$ cat config.mk
export PLATFORM = sky130hd
export DESIGN_NAME = eth_phy_10g_link_ctrl_flat
export DESIGN_NICKNAME = d
export VERILOG_FILES = /design/src/rtl/eth_phy_10g_link_pkg.sv /design/src/rtl/eth_phy_10g_link_ctrl_if.sv /design/src/rtl/eth_phy_10g_link_timer.sv /design/src/rtl/eth_phy_10g_link_ctrl.sv /design/src/flat_wrapper.sv
export SDC_FILE = /design/constraint.sdc
export NUM_CORES = 1
export LEC_CHECK = 0
export CORE_MARGIN = 2
export CORE_UTILIZATION = 59
export DETAILED_ROUTE_END_ITERATION = 16
export PLACE_DENSITY = 0.9
export SETUP_SLACK_MARGIN = 0.3
export SYNTH_ARGS = -nofsm -noshare
export SYNTH_HDL_FRONTEND = slang
export SYNTH_SLANG_ARGS = --single-unit
$ cat constraint.sdc
create_clock -name rx_clk -period 5.2 [get_ports rx_clk]
set_clock_uncertainty 0.2 [all_clocks]
set_input_delay 1.3 -clock rx_clk [delete_from_list [all_inputs] [get_ports rx_clk]]
set_output_delay 1.3 -clock rx_clk [all_outputs]
set_load 0.01 [all_outputs]
$ cat src/rtl/eth_phy_10g_link_pkg.sv
`default_nettype none
// ============================================================================
// Module  : eth_phy_10g_link_pkg
// Brief   : Shared state encodings, field widths and parameter defaults for
//           the 10G PHY link bring-up controller.
// Revision: 1.0 - initial release
// ============================================================================
package eth_phy_10g_link_pkg;

  localparam int DEF_RESET_CYCLES  = 16;
  localparam int DEF_LOCK_TIMEOUT  = 4096;
  localparam int DEF_STABLE_CYCLES = 125;
  localparam int DEF_MAX_RETRIES   = 15;

  localparam int ERR_CNT_W = 7;
  localparam int STATE_W   = 3;

  typedef enum logic [STATE_W-1:0] {
    ST_IDLE        = 3'd0,
    ST_RST         = 3'd1,
    ST_WAIT_LOCK   = 3'd2,
    ST_WAIT_STABLE = 3'd3,
    ST_UP          = 3'd4,
    ST_FAULT       = 3'd5,
    ST_PRBS        = 3'd6
  } link_state_e;

  // Largest of three cycle counts; sizes the shared state timer.
  function automatic int max3(input int a, input int b, input int c);
    int m;
    m = (a > b) ? a : b;
    return (m > c) ? m : c;
  endfunction

endpackage
`default_nettype wire

$ cat src/rtl/eth_phy_10g_link_ctrl_if.sv
`default_nettype none
// ============================================================================
// Module  : eth_phy_10g_link_ctrl_if
// Brief   : PHY-side status/control bundle between the link controller
//           (master) and the PCS/SerDes block (slave).
// Revision: 1.0 - initial release
// ============================================================================
interface eth_phy_10g_link_ctrl_if;
  import eth_phy_10g_link_pkg::*;

  logic                 rx_block_lock;
  logic                 rx_high_ber;
  logic [ERR_CNT_W-1:0] rx_error_count;
  logic                 serdes_rx_reset_req;
  logic                 cfg_tx_prbs31_enable;
  logic                 cfg_rx_prbs31_enable;

  modport master (
    input  rx_block_lock, rx_high_ber, rx_error_count,
    output serdes_rx_reset_req, cfg_tx_prbs31_enable, cfg_rx_prbs31_enable
  );

  modport slave (
    output rx_block_lock, rx_high_ber, rx_error_count,
    input  serdes_rx_reset_req, cfg_tx_prbs31_enable, cfg_rx_prbs31_enable
  );

endinterface
`default_nettype wire

$ cat src/rtl/eth_phy_10g_link_timer.sv
`default_nettype none
// ============================================================================
// Module  : eth_phy_10g_link_timer
// Brief   : Loadable, clearable up-counter that saturates instead of
//           wrapping, with a terminal-count flag against a supplied value.
// Revision: 1.0 - initial release
// ============================================================================
module eth_phy_10g_link_timer #(
  parameter int WIDTH = 8
) (
  input  logic             clk,
  input  logic             rst_n,
  input  logic             i_clr,
  input  logic             i_load,
  input  logic [WIDTH-1:0] i_load_val,
  input  logic             i_inc,
  input  logic [WIDTH-1:0] i_term,
  output logic             o_tc
);

  logic [WIDTH-1:0] count_d;
  logic [WIDTH-1:0] count_q;

  // Next count: clear wins over load, load wins over increment; hold at all-ones.
  always_comb begin
    count_d = count_q;
    if (i_clr) begin
      count_d = '0;
    end else if (i_load) begin
      count_d = i_load_val;
    end else if (i_inc && (count_q != {WIDTH{1'b1}})) begin
      count_d = count_q + 1'b1;
    end
  end

  // Count register.
  always_ff @(posedge clk or negedge rst_n) begin
    if (!rst_n) count_q <= '0;
    else        count_q <= count_d;
  end

  assign o_tc = (count_q == i_term);

endmodule
`default_nettype wire

$ cat src/rtl/eth_phy_10g_link_ctrl.sv
`default_nettype none
// ============================================================================
// Module  : eth_phy_10g_link_ctrl
// Brief   : 10GBASE-R receive link bring-up controller. Pulses the SerDes RX
//           reset, waits for block lock, qualifies a stable clean period,
//           tracks retries/drops, and runs a PRBS31 error-accumulation mode.
// Revision: 1.0 - initial release
// ============================================================================
module eth_phy_10g_link_ctrl
  import eth_phy_10g_link_pkg::*;
#(
  parameter int RESET_CYCLES  = DEF_RESET_CYCLES,
  parameter int LOCK_TIMEOUT  = DEF_LOCK_TIMEOUT,
  parameter int STABLE_CYCLES = DEF_STABLE_CYCLES,
  parameter int MAX_RETRIES   = DEF_MAX_RETRIES
) (
  input  logic                       rx_clk,
  input  logic                       rx_rst_n,
  eth_phy_10g_link_ctrl_if.master    phy,
  input  logic                       cfg_enable,
  input  logic                       cfg_prbs_req,
  output logic                       link_up,
  output logic                       link_fault,
  output logic [STATE_W-1:0]         link_state,
  output logic [7:0]                 retry_count,
  output logic [7:0]                 link_drop_count,
  output logic [15:0]                prbs_err_accum
);

  localparam int TMR_MAX = max3(RESET_CYCLES, LOCK_TIMEOUT, STABLE_CYCLES);
  localparam int TMR_W   = (TMR_MAX < 1) ? 1 : $clog2(TMR_MAX + 1);

  link_state_e state_d,      state_q;
  logic        serdes_rst_d, serdes_rst_q;
  logic        prbs_en_d,    prbs_en_q;
  logic        link_up_d,    link_up_q;
  logic        fault_d,      fault_q;
  logic [7:0]  retry_d,      retry_q;
  logic [7:0]  drop_d,       drop_q;
  logic [15:0] accum_d,      accum_q;

  logic             timer_clr;
  logic             timer_inc;
  logic [TMR_W-1:0] timer_term;
  logic             timer_tc;
  logic [16:0]      accum_sum;

  // One timer is shared by every timed state; its terminal value follows the state.
  always_comb begin
    case (state_q)
      ST_RST:       timer_term = TMR_W'(RESET_CYCLES - 1);
      ST_WAIT_LOCK: timer_term = TMR_W'(LOCK_TIMEOUT - 1);
      default:      timer_term = TMR_W'(STABLE_CYCLES - 1);
    endcase
  end

  eth_phy_10g_link_timer #(
    .WIDTH (TMR_W)
  ) u_timer (
    .clk        (rx_clk),
    .rst_n      (rx_rst_n),
    .i_clr      (timer_clr),
    .i_load     (1'b0),
    .i_load_val ({TMR_W{1'b0}}),
    .i_inc      (timer_inc),
    .i_term     (timer_term),
    .o_tc       (timer_tc)
  );

  assign accum_sum = {1'b0, accum_q} + 17'(phy.rx_error_count);

  // Next-state and registered-output logic; every output is computed one cycle ahead.
  always_comb begin
    state_d      = state_q;
    serdes_rst_d = serdes_rst_q;
    prbs_en_d    = prbs_en_q;
    link_up_d    = link_up_q;
    fault_d      = fault_q;
    retry_d      = retry_q;
    drop_d       = drop_q;
    accum_d      = accum_q;
    timer_clr    = 1'b0;
    timer_inc    = 1'b0;

    // Dropping the enable aborts any bring-up activity; PRBS mode ignores it.
    if (!cfg_enable && (state_q != ST_PRBS) && (state_q != ST_IDLE)) begin
      state_d      = ST_IDLE;
      timer_clr    = 1'b1;
      retry_d      = 8'd0;
      link_up_d    = 1'b0;
      fault_d      = 1'b0;
      serdes_rst_d = 1'b0;
    end else begin
      case (state_q)
        ST_IDLE: begin
          timer_clr = 1'b1;
          if (cfg_prbs_req) begin
            state_d   = ST_PRBS;
            prbs_en_d = 1'b1;
            accum_d   = 16'd0;
          end else if (cfg_enable) begin
            state_d      = ST_RST;
            serdes_rst_d = 1'b1;
          end
        end

        ST_RST: begin
          if (timer_tc) begin
            state_d      = ST_WAIT_LOCK;
            serdes_rst_d = 1'b0;
            timer_clr    = 1'b1;
          end else begin
            timer_inc = 1'b1;
          end
        end

        ST_WAIT_LOCK: begin
          // Lock is checked first so it wins a tie with the timeout.
          if (phy.rx_block_lock) begin
            state_d   = ST_WAIT_STABLE;
            timer_clr = 1'b1;
          end else if (timer_tc) begin
            retry_d   = retry_q + 8'd1;
            timer_clr = 1'b1;
            if (retry_d == 8'(MAX_RETRIES)) begin
              state_d = ST_FAULT;
              fault_d = 1'b1;
            end else begin
              state_d      = ST_RST;
              serdes_rst_d = 1'b1;
            end
          end else begin
            timer_inc = 1'b1;
          end
        end

        ST_WAIT_STABLE: begin
          if (phy.rx_block_lock && !phy.rx_high_ber) begin
            if (timer_tc) begin
              state_d   = ST_UP;
              link_up_d = 1'b1;
              retry_d   = 8'd0;
              timer_clr = 1'b1;
            end else begin
              timer_inc = 1'b1;
            end
          end else begin
            state_d   = ST_WAIT_LOCK;
            timer_clr = 1'b1;
          end
        end

        ST_UP: begin
          if (!phy.rx_block_lock || phy.rx_high_ber) begin
            state_d      = ST_RST;
            link_up_d    = 1'b0;
            serdes_rst_d = 1'b1;
            timer_clr    = 1'b1;
            if (drop_q != 8'hFF) drop_d = drop_q + 8'd1;
          end
        end

        ST_FAULT: begin
          timer_clr = 1'b1;
        end

        ST_PRBS: begin
          timer_clr = 1'b1;
          if (!cfg_prbs_req) begin
            state_d   = ST_IDLE;
            prbs_en_d = 1'b0;
          end else begin
            accum_d = accum_sum[16] ? 16'hFFFF : accum_sum[15:0];
          end
        end

        default: begin
          state_d      = ST_IDLE;
          serdes_rst_d = 1'b0;
          prbs_en_d    = 1'b0;
          link_up_d    = 1'b0;
          fault_d      = 1'b0;
          timer_clr    = 1'b1;
        end
      endcase
    end
  end

  // State and output registers; reset clears everything including the drop counter.
  always_ff @(posedge rx_clk or negedge rx_rst_n) begin
    if (!rx_rst_n) begin
      state_q      <= ST_IDLE;
      serdes_rst_q <= 1'b0;
      prbs_en_q    <= 1'b0;
      link_up_q    <= 1'b0;
      fault_q      <= 1'b0;
      retry_q      <= 8'd0;
      drop_q       <= 8'd0;
      accum_q      <= 16'd0;
    end else begin
      state_q      <= state_d;
      serdes_rst_q <= serdes_rst_d;
      prbs_en_q    <= prbs_en_d;
      link_up_q    <= link_up_d;
      fault_q      <= fault_d;
      retry_q      <= retry_d;
      drop_q       <= drop_d;
      accum_q      <= accum_d;
    end
  end

  assign phy.serdes_rx_reset_req  = serdes_rst_q;
  assign phy.cfg_tx_prbs31_enable = prbs_en_q;
  assign phy.cfg_rx_prbs31_enable = prbs_en_q;
  assign link_up                  = link_up_q;
  assign link_fault               = fault_q;
  assign link_state               = state_q;
  assign retry_count              = retry_q;
  assign link_drop_count          = drop_q;
  assign prbs_err_accum           = accum_q;

endmodule
`default_nettype wire

$ cat src/flat_wrapper.sv
// flat-port wrapper written by rule: the top's interface ports become plain ports
module eth_phy_10g_link_ctrl_flat import eth_phy_10g_link_pkg::*;
#(
  parameter int RESET_CYCLES  = DEF_RESET_CYCLES,
  parameter int LOCK_TIMEOUT  = DEF_LOCK_TIMEOUT,
  parameter int STABLE_CYCLES = DEF_STABLE_CYCLES,
  parameter int MAX_RETRIES   = DEF_MAX_RETRIES
)
  (rx_clk, rx_rst_n, cfg_enable, cfg_prbs_req, link_up, link_fault, link_state, retry_count, link_drop_count, prbs_err_accum, phy_rx_block_lock, phy_rx_high_ber, phy_rx_error_count, phy_serdes_rx_reset_req, phy_cfg_tx_prbs31_enable, phy_cfg_rx_prbs31_enable);
  eth_phy_10g_link_ctrl_if phy_i ();
  input  logic rx_clk;
  input  logic rx_rst_n;
  input  logic cfg_enable;
  input  logic cfg_prbs_req;
  output logic link_up;
  output logic link_fault;
  output logic [STATE_W-1:0] link_state;
  output logic [7:0] retry_count;
  output logic [7:0] link_drop_count;
  output logic [15:0] prbs_err_accum;
  input wire logic [$bits(phy_i.rx_block_lock)-1:0] phy_rx_block_lock;
  input wire logic [$bits(phy_i.rx_high_ber)-1:0] phy_rx_high_ber;
  input wire logic [$bits(phy_i.rx_error_count)-1:0] phy_rx_error_count;
  output wire logic [$bits(phy_i.serdes_rx_reset_req)-1:0] phy_serdes_rx_reset_req;
  output wire logic [$bits(phy_i.cfg_tx_prbs31_enable)-1:0] phy_cfg_tx_prbs31_enable;
  output wire logic [$bits(phy_i.cfg_rx_prbs31_enable)-1:0] phy_cfg_rx_prbs31_enable;
  assign phy_i.rx_block_lock = phy_rx_block_lock;
  assign phy_i.rx_high_ber = phy_rx_high_ber;
  assign phy_i.rx_error_count = phy_rx_error_count;
  assign phy_serdes_rx_reset_req = phy_i.serdes_rx_reset_req;
  assign phy_cfg_tx_prbs31_enable = phy_i.cfg_tx_prbs31_enable;
  assign phy_cfg_rx_prbs31_enable = phy_i.cfg_rx_prbs31_enable;
  eth_phy_10g_link_ctrl #(.RESET_CYCLES(RESET_CYCLES), .LOCK_TIMEOUT(LOCK_TIMEOUT), .STABLE_CYCLES(STABLE_CYCLES), .MAX_RETRIES(MAX_RETRIES)) u_core (.rx_clk(rx_clk), .rx_rst_n(rx_rst_n), .phy(phy_i), .cfg_enable(cfg_enable), .cfg_prbs_req(cfg_prbs_req), .link_up(link_up), .link_fault(link_fault), .link_state(link_state), .retry_count(retry_count), .link_drop_count(link_drop_count), .prbs_err_accum(prbs_err_accum));
endmodule
# == Yosys cells after proc, flatten, opt, wreduce, memory -nomap -nowiden ==
# Cells that the tools add are included.
# op_classes
n_addsub,4
eq_ne,32
muxes,58
bitwise,2
n_reduce_logical,25
# op_table
cell,count
16-bit 2-to-1 mux,3
8-bit 2-to-1 mux,5
3-bit 2-to-1 mux,11
16-bit one-hot mux with 2 select lines,1
1-bit 2-to-1 mux,27
13-bit 2-to-1 mux,2
12-bit one-hot mux with 2 select lines,1
3-bit one-hot mux with 7 select lines,1
4-bit AND reduction,5
3-bit by 1-bit inequality test with 1-bit output (second input constant),6
16-bit by 7-bit adder with 17-bit output,1
8-bit by 1-bit adder with 8-bit output (second input constant),2
8-bit one-hot mux with 2 select lines,1
3-bit by 2-bit inequality test with 1-bit output (second input constant),5
13-bit by 1-bit adder with 13-bit output (second input constant),1
13-bit equality test,1
13-bit inequality test (second input constant),1
5-bit OR reduction,2
3-bit equality test (second input constant),3
1-bit one-hot mux with 3 select lines,3
8-bit by 4-bit equality test with 1-bit output (second input constant),1
2-bit by 1-bit inequality test with 1-bit output (second input constant),4
4-bit by 2-bit inequality test with 1-bit output (second input constant),2
8-bit inequality test (second input constant),1
20 further kinds,31
# word_totals
reg_bits,52
inputBits,13
output_inout_bits,40
elab_cells,130

# == Depth between registers and ports, before layout ==
# Gate-level depths: netlist of run 1.
# depth
depth_word,10
depth_mapped,8
ltp_nobuf,8

# == Hierarchy ==
# Synthesis of run 1 repeated with hierarchy kept, for this count alone.
# unflattened
cells_unflattened,433
area_unflattened_um2,3776.1
# by_module_without_submodules
module,n_inst,cells_each,area_per_inst_um2,seq_area_each_um2
eth_phy_10g_link_ctrl,1,312,2703.8,975.9
eth_phy_10g_link_timer,1,121,1072.3,325.3

# == Worst setup path after synthesis of run 1 ==
# Ideal clock, no wire load.
# synth_path
path_kind,input to register
from,input port phy_rx_error_count[0]
to,register u_core.accum_q[14] (netlist: u_core.prbs_err_accum[14])
arrival_ns,2.954
required_time_ns,4.906
path_slack_ns,1.953
stages,8
path_buffers,0
cell_sequence,ha_1 -> fa_1 -> a21o_1 -> a21oi_1 -> o21a_1 -> nor3_2 -> and4_1 -> a211oi_1
# synth_between
elab_chain_cells,4
# synth_lines
item,line_no,rtl
start: declaration,flat_wrapper.sv:23,input wire logic [$bits(phy_i.rx_error_count)-1:0] phy_rx_error_count;
16-bit by 7-bit adder with 17-bit output,eth_phy_10g_link_ctrl.sv:70,"assign accum_sum = {1'b0, accum_q} + 17'(phy.rx_error_count);"
16-bit 2-to-1 mux,eth_phy_10g_link_ctrl.sv:173,accum_d = accum_sum[16] ? 16'hFFFF : accum_sum[15:0];
16-bit 2-to-1 mux,eth_phy_10g_link_ctrl.sv:169,if (!cfg_prbs_req) begin
16-bit one-hot mux with 2 select lines,eth_phy_10g_link_ctrl.sv:94,case (state_q)
end signal: assignment,eth_phy_10g_link_ctrl.sv:208,accum_q <= accum_d;
end: declaration,eth_phy_10g_link_ctrl.sv:40,"logic [15:0] accum_d, accum_q;"
# No other way between the ends. The select of a mux whose other input is x is not followed.
# A chain may end at the register's enable or synchronous reset.

# == Worst setup path in the final report of run 1 ==
# layout_path
from,input port cfg_enable
to,register u_core.drop_q[7] (netlist: u_core.link_drop_count[7])
# layout_between
elab_chain_cells,5
# layout_lines
item,line_no,rtl
start: declaration,flat_wrapper.sv:13,input logic cfg_enable;
1-bit logical NOT,eth_phy_10g_link_ctrl.sv:86,if (!cfg_enable && (state_q != ST_PRBS) && (state_q != ST_IDLE)) begin
1-bit logical AND (2 in series),eth_phy_10g_link_ctrl.sv:86,
1-bit NOT (no line),--,
4-bit AND reduction (no line),--,
end signal: assignment,eth_phy_10g_link_ctrl.sv:207,drop_q <= drop_d;
end: declaration,eth_phy_10g_link_ctrl.sv:39,"logic [7:0] drop_d, drop_q;"
# No other way between the ends.

==> impl_results.md, run 1 <==
* Synth Register Bits at 52
* Top cell type by total area after synthesis: dfrtp_1
* Final Max Slew Viols at 0
* Crit-path cells: clkdlybuf4s50_1 -> nor2b_1 -> nand2_1 -> a311oi_2 -> nand4_1 -> nor3_1 -> xor2_1
* Initial Utilization at 0.617
* Final Wtd Congestion at 0.888
* # resized after CTS at 0
* Post-DR wirelength/cell at 16.5 um
* Gr usage total at 0.281
* Diode count at 0
* Synth Area in Adders at 0.0461
* Max cap viols at 0
* Total grt overflow at 0
* Multi-input gate area at roughly 2000 um2
* Iteration-0 DRC Markers at 335
* Die area at 6420 um2
* Initial antenna violation count at 0
* Hold slack at 0.305 ns
* Outcome: complete, no violations
* DP HPWL at 6070 um
* Num rows at 27
* Clock tree sinks at 52
* Pleak at 0.00168 uW
* Post-synthesis average cell area at 8.72 um2
* Post-Synthesis Cells at 392
* Hold Buf Count CTS at 0
* Drt drc at 0
* Critical Path RT at 5.23 ns
* Die Wd at 80.1 um
* Worst EP arrival at 3.77 ns
* Synth area leaders: dfrtp_1 (38%), a21oi_1 (4.4%), nand3_1 (4.4%)
* CTS Buf Count at 5
* Pin count of the biggest net entering global routing at 53
* Type of origin of the critical path: input port
* Ratio of cells with drive above 1 in the final layout at 0.0636
* Critical Path End Type: flip-flop
* Register area at between 1000 and 1500 um2
* First-pass GRT wire length at 14,400 um
* DRT Wirelength at between 8000 and 9000 um
* Rel. slew slack at 0.383
* Synth-to-Final Area Change at 18.9%
* Final Critical Period at 3.74 ns
* CP max-delay cell: clkdlybuf4s50_1
* Top_reg_cell synth: dfrtp_1
* R2R cell count at 6
* FFs w/ async S/R, synth at 1.00
* Mux cell area share after synthesis at 0.0121
* Register area share after synthesis at 0.381
* CTS tree: built
* Final setup fails at 0
* Clock Root Buffer: clkbuf_8
* Xor and xnor area share after synthesis at 0.0359
* Vias in the first global route at 3,121
* CP max stage delay at 0.94 ns
* Power density over the cells at 339 nW/um2
* Pre-antenna DRT Iters at 5
* Final core utilization at 0.733
* Simple-gate share of the synthesized area at 0.256
* Final Hold Viols at 0
* Pre-CTS WS at approximately 1.2 ns
* H-Tree Depth at 2
* Worst hold stages at 1
* Worst-case clock buffer depth at 2
* Ports at 53
* Syn_nets at roughly 420
* Area of the core at 5540 um2
* Max Fclk at approximately 270 MHz
* Worst skew pair latency at 0.31 ns
* Post-CTS Setup Bufs at 0
* Vias per cell at 6.42
* Routed vias at 3,288
* Total chip power at 1380 uW
* Fillers at 432
* NumNets Final at 464
* Top cell type's share of synthesized area at 0.381
* RSZ-0062 raised after global routing: no
* Synth cell types at 64
* Synth warn at 0
* IO Port Bufs at between 50 and 60
* Worst-Margin Slew at 0.925 ns
* Clock Pin Slew Worst Setup and Hold Paths at 0.10 ns
* Post-Syn Area at 3420 um2
* Remaining antenna violation count at 0
* Die H at 80.1 um
* TNS Setup at 0 ns
* Post-synthesis compound-gate area fraction at 0.235
* Final worst path period share at 0.719
* Max IR drop VDD at 0.272 mV
* Main combinational cell family by area after synthesis: simple AND/OR/NAND/NOR gates
* Critical path peak fanout at 22
* Worst min path class: flip-flop to flip-flop
* Setup ws final at 1.46 ns
* Worst Path Class, Setup: input port to flip-flop
* Post-synth EDFFs at 0
[final timing paths]
path	from	endpoint	slack (ns)
max in group asynchronous	rx_rst_n	u_core.u_timer.count_q[11]$_DFFE_PN0P_	3.46
max reg2reg	u_core.link_state[2]$_DFFE_PN0P_	u_core.retry_count[2]$_DFFE_PN0P_	1.96
min reg2reg	u_core.link_drop_count[5]$_DFFE_PN0P_	u_core.link_drop_count[5]$_DFFE_PN0P_	0.30
min	u_core.link_drop_count[5]$_DFFE_PN0P_	u_core.link_drop_count[5]$_DFFE_PN0P_	0.30
max	cfg_enable	u_core.link_drop_count[7]$_DFFE_PN0P_	1.46
min in group asynchronous	rx_rst_n	u_core.prbs_err_accum[14]$_DFFE_PN0P_	0.90
[metal layers]
metal	up-vias	global-route usage	part of all wire
met5	-	0	0
met1	1591	0.363	0.43
met2	124	0.488	0.51
met3	15	0.0382	0.043
li1	1558	-	-
met4	0	0.0864	0.019
[layout make-up]
cell class	instances	area share
clock inverter	3	0.00524
inverter	14	0.0129
timing repair buffer	54	0.131
multi-input combinational	312	0.492
tap	72	0.0222
clock buffer	5	0.0169
sequential	52	0.320
[where the power goes]
part / internal, uW / switching (uW)
clock network: 95.8 / 138
logic: 259 / 337
registers: 447 / 101
total: 802 / 576
[per-stage QoR]
stage,std cells,cell area (um2)
global route,512,4060
global placement,504,3970
finish,512,4060
CTS,512,4060
detailed placement,504,3970
floorplan,392,3420
[critical path, delay by kind of cell]
family / cells / cell delay [ns]
compound gates: 1 / 0.45
xor+xnor: 1 / 0.18
simple gates: 4 / 0.90
buf+inv: 1 / 0.94
[placed cells by master (no fill, tap or decap), drive strengths merged, types with 4 or more instances in the layout]
cell type      synthesis  final
nand3                 31     31
inv                   14     15
o211ai                 4      4
clkdlybuf4s50          0     51
nor2                  33     33
dfrtp                 52     52
nand2b                 7      7
nand2                 36     36
xor2                   5      5
o22a                   5      5
nand4                  6      6
clkbuf                 8      5
o31ai                  4      4
nor3                  12     12
o21ai                 19     19
and3                   8      8
xnor2                  9      9
or4                    5      5
a21o                  10     10
a31oi                  9      9
and4                   4      4
ha                    11     11
and2                   5      5
a21oi                 31     31
nor2b                  4      4
a221oi                 5      5
or3                    6      6
[flip-flops by register name, summed over array words and instances, names as in the netlist]
register                         count
u_core.prbs_err_accum               16
u_core.u_timer.count_q              13
u_core.link_drop_count               8
u_core.retry_count                   8
u_core.link_state                    3
u_core.link_fault                    1
u_core.link_up                       1
u_core.phy.cfg_rx_prbs31_enable      1
u_core.phy.serdes_rx_reset_req       1
[cell usage after synthesis (3+ instances only)]
master,instances
and3_1,8
nand2b_1,7
a21oi_1,30
nand4_1,6
a221oi_2,3
nor4_1,3
dfrtp_1,52
o31ai_1,4
a21o_1,8
o22a_1,5
nand3_1,30
a31oi_1,9
nand2_1,35
o211ai_1,4
and4_1,4
or4_1,5
clkbuf_1,8
a211oi_1,3
nor2_1,33
ha_1,11
and2_1,5
nor2b_1,4
or3_1,6
xnor2_1,9
a211o_1,3
mux2i_1,3
o21ai_0,19
inv_1,13
nor3_1,11
xor2_1,5
buf_4,3
a22oi_1,3
[cells by family after synthesis]
family | Yosys count
simple gates | 168
compound gates | 114
flops | 52
buf+inv | 28
xor+xnor | 14
fa+ha+maj | 12
mux | 4
Power figures use the tool's default switching activity.
==> run 2: changes to the inputs <==
--- a/config.mk
+++ b/config.mk
@@ -6,9 +6,9 @@
 export NUM_CORES = 1
 export LEC_CHECK = 0
 export CORE_MARGIN = 2
-export CORE_UTILIZATION = 59
+export CORE_UTILIZATION = 54
 export DETAILED_ROUTE_END_ITERATION = 16
-export PLACE_DENSITY = 0.9
+export PLACE_DENSITY = 0.84
 export SETUP_SLACK_MARGIN = 0.3
 export SYNTH_ARGS = -nofsm -noshare
 export SYNTH_HDL_FRONTEND = slang
==> constraint.sdc (replaced) <==
create_clock -name rx_clk -period 3.47 [get_ports rx_clk]
set_clock_uncertainty 0.2 [all_clocks]
set_input_delay 0.8675 -clock rx_clk [delete_from_list [all_inputs] [get_ports rx_clk]]
set_output_delay 0.8675 -clock rx_clk [all_outputs]
set_load 0.01 [all_outputs]
==> run 2 against run 1 <==
  * Sequential power rose by 49%
  * Combinational power rose by 57%
  * First-iteration DRC count fell by 32%
  * Worst hold slack got worse by 0.17 ns
  * Sequential share of layout area fell by 0.79 points
  * Clock power rose by 58%
  * Via count rose by 0.33%
  * Global-route usage fell by 3.2 points
  * Critical path type unchanged
  * Critical endpoint is now u_core.prbs_err_accum[14]$_DFFE_PN0P_
==> impl_results.md, run 2 (synthesized netlist as in run 1, its figures left out) <==
* Outcome: complete, no violations
* Most common cell after layout, fill and taps aside: dfrtp_1
* NetSw at 887 uW (+54%)
* Ratio of cells with drive above 1 in the final layout at 0.0905 (+0.0269)
* Type of origin of the critical path: input port
* Seq pwr share at 0.385 (-0.013)
* Drt drc at 0 (unchanged)
* Num rows at 28 (+3.7%)
* CTS tree: built
* Post-DR wirelength/cell at 15.8 um (-4.4%)
* Final Hold Viols at 0 (unchanged)
* Worst EP arrival at 3.05 ns (-0.72 ns)
* Remaining antenna violation count at 0 (unchanged)
* Ports at 53 (unchanged)
* Clock power frac at 0.174 (+0.004)
* Hold Buf Count CTS at 0 (unchanged)
* Area of the core at 6030 um2 (+8.8%)
* Setup ws final at 0.459 ns (-1.00 ns)
* Fillers at 486 (+13%)
* Vias per cell at 6.25 (-2.7%)
* Final Max Slew Viols at 0 (unchanged)
* Initial antenna violation count at 0 (unchanged)
* Multi-input gate area at 2000 um2 (unchanged)
* Register area at 1300 um2 (unchanged)
* Gr usage total at 0.249 (-0.0317)
* Worst Path Class, Setup: input port to flip-flop
* Worst skew pair latency at 0.32 ns (about the same)
* Worst-case clock buffer depth at 2 (unchanged)
* Max Fclk at 332 MHz
* Crit-path cells: clkdlybuf4s50_1 -> ha_1 -> fa_1 -> a21o_1 -> a21oi_1 -> o21a_1 -> nor3_2 -> and4_1 -> a211oi_1
* Critical Path RT at 3.51 ns (-1.72 ns)
* Pin count of the biggest net entering global routing at 28 (-47%)
* Clock Pin Slew Worst Setup and Hold Paths at 0.10 ns (about the same)
* Post-CTS Setup Bufs at 0 (unchanged)
* Max IR drop VDD at 0.321 mV (+18%)
* Final Critical Period at 3.01 ns
* Total grt overflow at 0 (unchanged)
* # resized after CTS at 0 (unchanged)
* Buffers & Inverters on Critical Path at 1 (unchanged)
* H-Tree Depth at 2 (unchanged)
* Worst-Margin Slew at 0.789 ns (-0.136 ns)
* CP max-delay cell: fa_1
* Vias in the first global route at 3,057 (-2.1%)
* Clock Root Buffer: clkbuf_8
* First-pass GRT wire length at 14,500 um (+1.2%)
* Reg2Reg Capture Point: u_core.u_timer.count_q[7]$_DFFE_PN0P_
* Cell internal pwr at 1240 uW (+54%)
* Die Wd at 83.6 um (+4.3%)
* DRT Wirelength at 8340 um (-1.4%)
* CTS Buf Count at 5 (unchanged)
* Clock tree sinks at 52 (unchanged)
* Final worst path period share at 0.868
* IO Port Bufs at 52 (unchanged)
* Max cap viols at 0 (unchanged)
* FF-to-FF Start: u_core.link_state[1]$_DFFE_PN0P_
* Die area at 6980 um2 (+8.8%)
* Rel. slew slack at 0.474 (+0.0905)
* DP HPWL at 6130 um (+1.0%)
* Synth-to-Final Area Change at 21.9%
* Largest register FFs at 16 (unchanged)
* CP delay by family, top: compound AO/OA/AOI/OAI gates
* Pre-CTS WS at 0.151 ns (-1.06 ns)
* Comb pwr share at 0.441 (+0.009)
* Routed vias at 3,299 (+0.33%)
* R2R cell count at 6 (unchanged)
* Worst min path class: input port to asynchronous set/reset pin
* Power density over the cells at 510 nW/um2 (+50%)
* Reg2Reg Setup Slack at 0.64 ns (-1.32 ns)
* Final setup fails at 0 (unchanged)
* Iteration-0 DRC Markers at 227 (-32%)
* Final Cell Area at 4170 um2 (+2.5%)
* TNS Setup at 0 ns (unchanged)
* Pleak at 0.00175 uW (+4.1%)
* NumNets Final at 477 (+2.8%)
* Diode count at 0 (unchanged)
* RSZ-0062 raised after global routing: no
* Critical path peak fanout at 8 (-64%)
* Die H at 83.6 um (+4.3%)
* Initial Utilization at 0.567 (-0.0497)
* Area after DPL at 4070 um2 (+2.6%)
* Final Wtd Congestion at 0.935 (+5.2%)
* Critical Path End Type: flip-flop
* Pre-antenna DRT Iters at 5 (unchanged)
* Switching part of the total at 0.417 (-0.000687)
* CP max stage delay at 0.41 ns (-0.53 ns)
* Most frequent cells in the layout: dfrtp_1 (52), clkdlybuf4s50_1 (51), nand2_1 (35)
[run 2: worst register-to-register path: stages, from the launching register on]
cell and delay, ns:
dfrtp_1 0.87, nor3b_2 0.37, or3_1 0.18, nand2_2 0.15, a21o_2 0.34, or4_1 0.50, a21oi_1 0.15
[run 2: metrics by stage]
stage / total power, uW / utilization / hold WS, ns / cells
after floorplan: 1420 / - / 0.279 / 392
after global placement: 1730 / 0.676 / 0.279 / 520
after detailed placement: 1750 / 0.676 / 0.304 / 520
after CTS: 2130 / 0.691 / 0.136 / 528
after global routing: 2270 / 0.691 / 0.135 / 528
final: 2130 / 0.691 / 0.137 / 528
[run 2: per-layer routing]
| metal | part of all wire | GRT usage |
|---|---|---|
| met4 | 0.015 | 0.0733 |
| met3 | 0.048 | 0.0455 |
| met2 | 0.48 | 0.404 |
| met1 | 0.46 | 0.340 |
| met5 | 0 | 0 |
[run 2: power by group through the flow]
stage	Clock [uW]	Combinational, uW	Sequential, uW
after floorplan	0	642	774
after global placement	0	904	821
after detailed placement	0	927	825
after CTS	377	934	815
after global routing	399	1040	836
final	369	938	818
[run 2: layout make-up]
| cell class | count | area share |
|---|---|---|
| sequential | 52 | 0.312 |
| multi-input combinational | 312 | 0.480 |
| clock inverter | 3 | 0.00541 |
| clock buffer | 5 | 0.0165 |
| timing repair buffer | 67 | 0.151 |
| tap | 75 | 0.0225 |
| inverter | 14 | 0.0126 |
[run 2: how the worst max path moves through the flow]
stage	startpoint	end	depth (start not counted)
2_1_floorplan	phy_rx_error_count[0]	u_core.prbs_err_accum[14]$_DFFE_PN0P_	8
5_1_grt	phy_rx_error_count[0]	u_core.prbs_err_accum[9]$_DFFE_PN0P_	9
3_5_place_dp	phy_rx_error_count[0]	u_core.prbs_err_accum[14]$_DFFE_PN0P_	9
3_3_place_gp	phy_rx_error_count[0]	u_core.prbs_err_accum[14]$_DFFE_PN0P_	9
6_report	phy_rx_error_count[0]	u_core.prbs_err_accum[14]$_DFFE_PN0P_	9
4_1_cts	phy_rx_error_count[0]	u_core.prbs_err_accum[14]$_DFFE_PN0P_	9
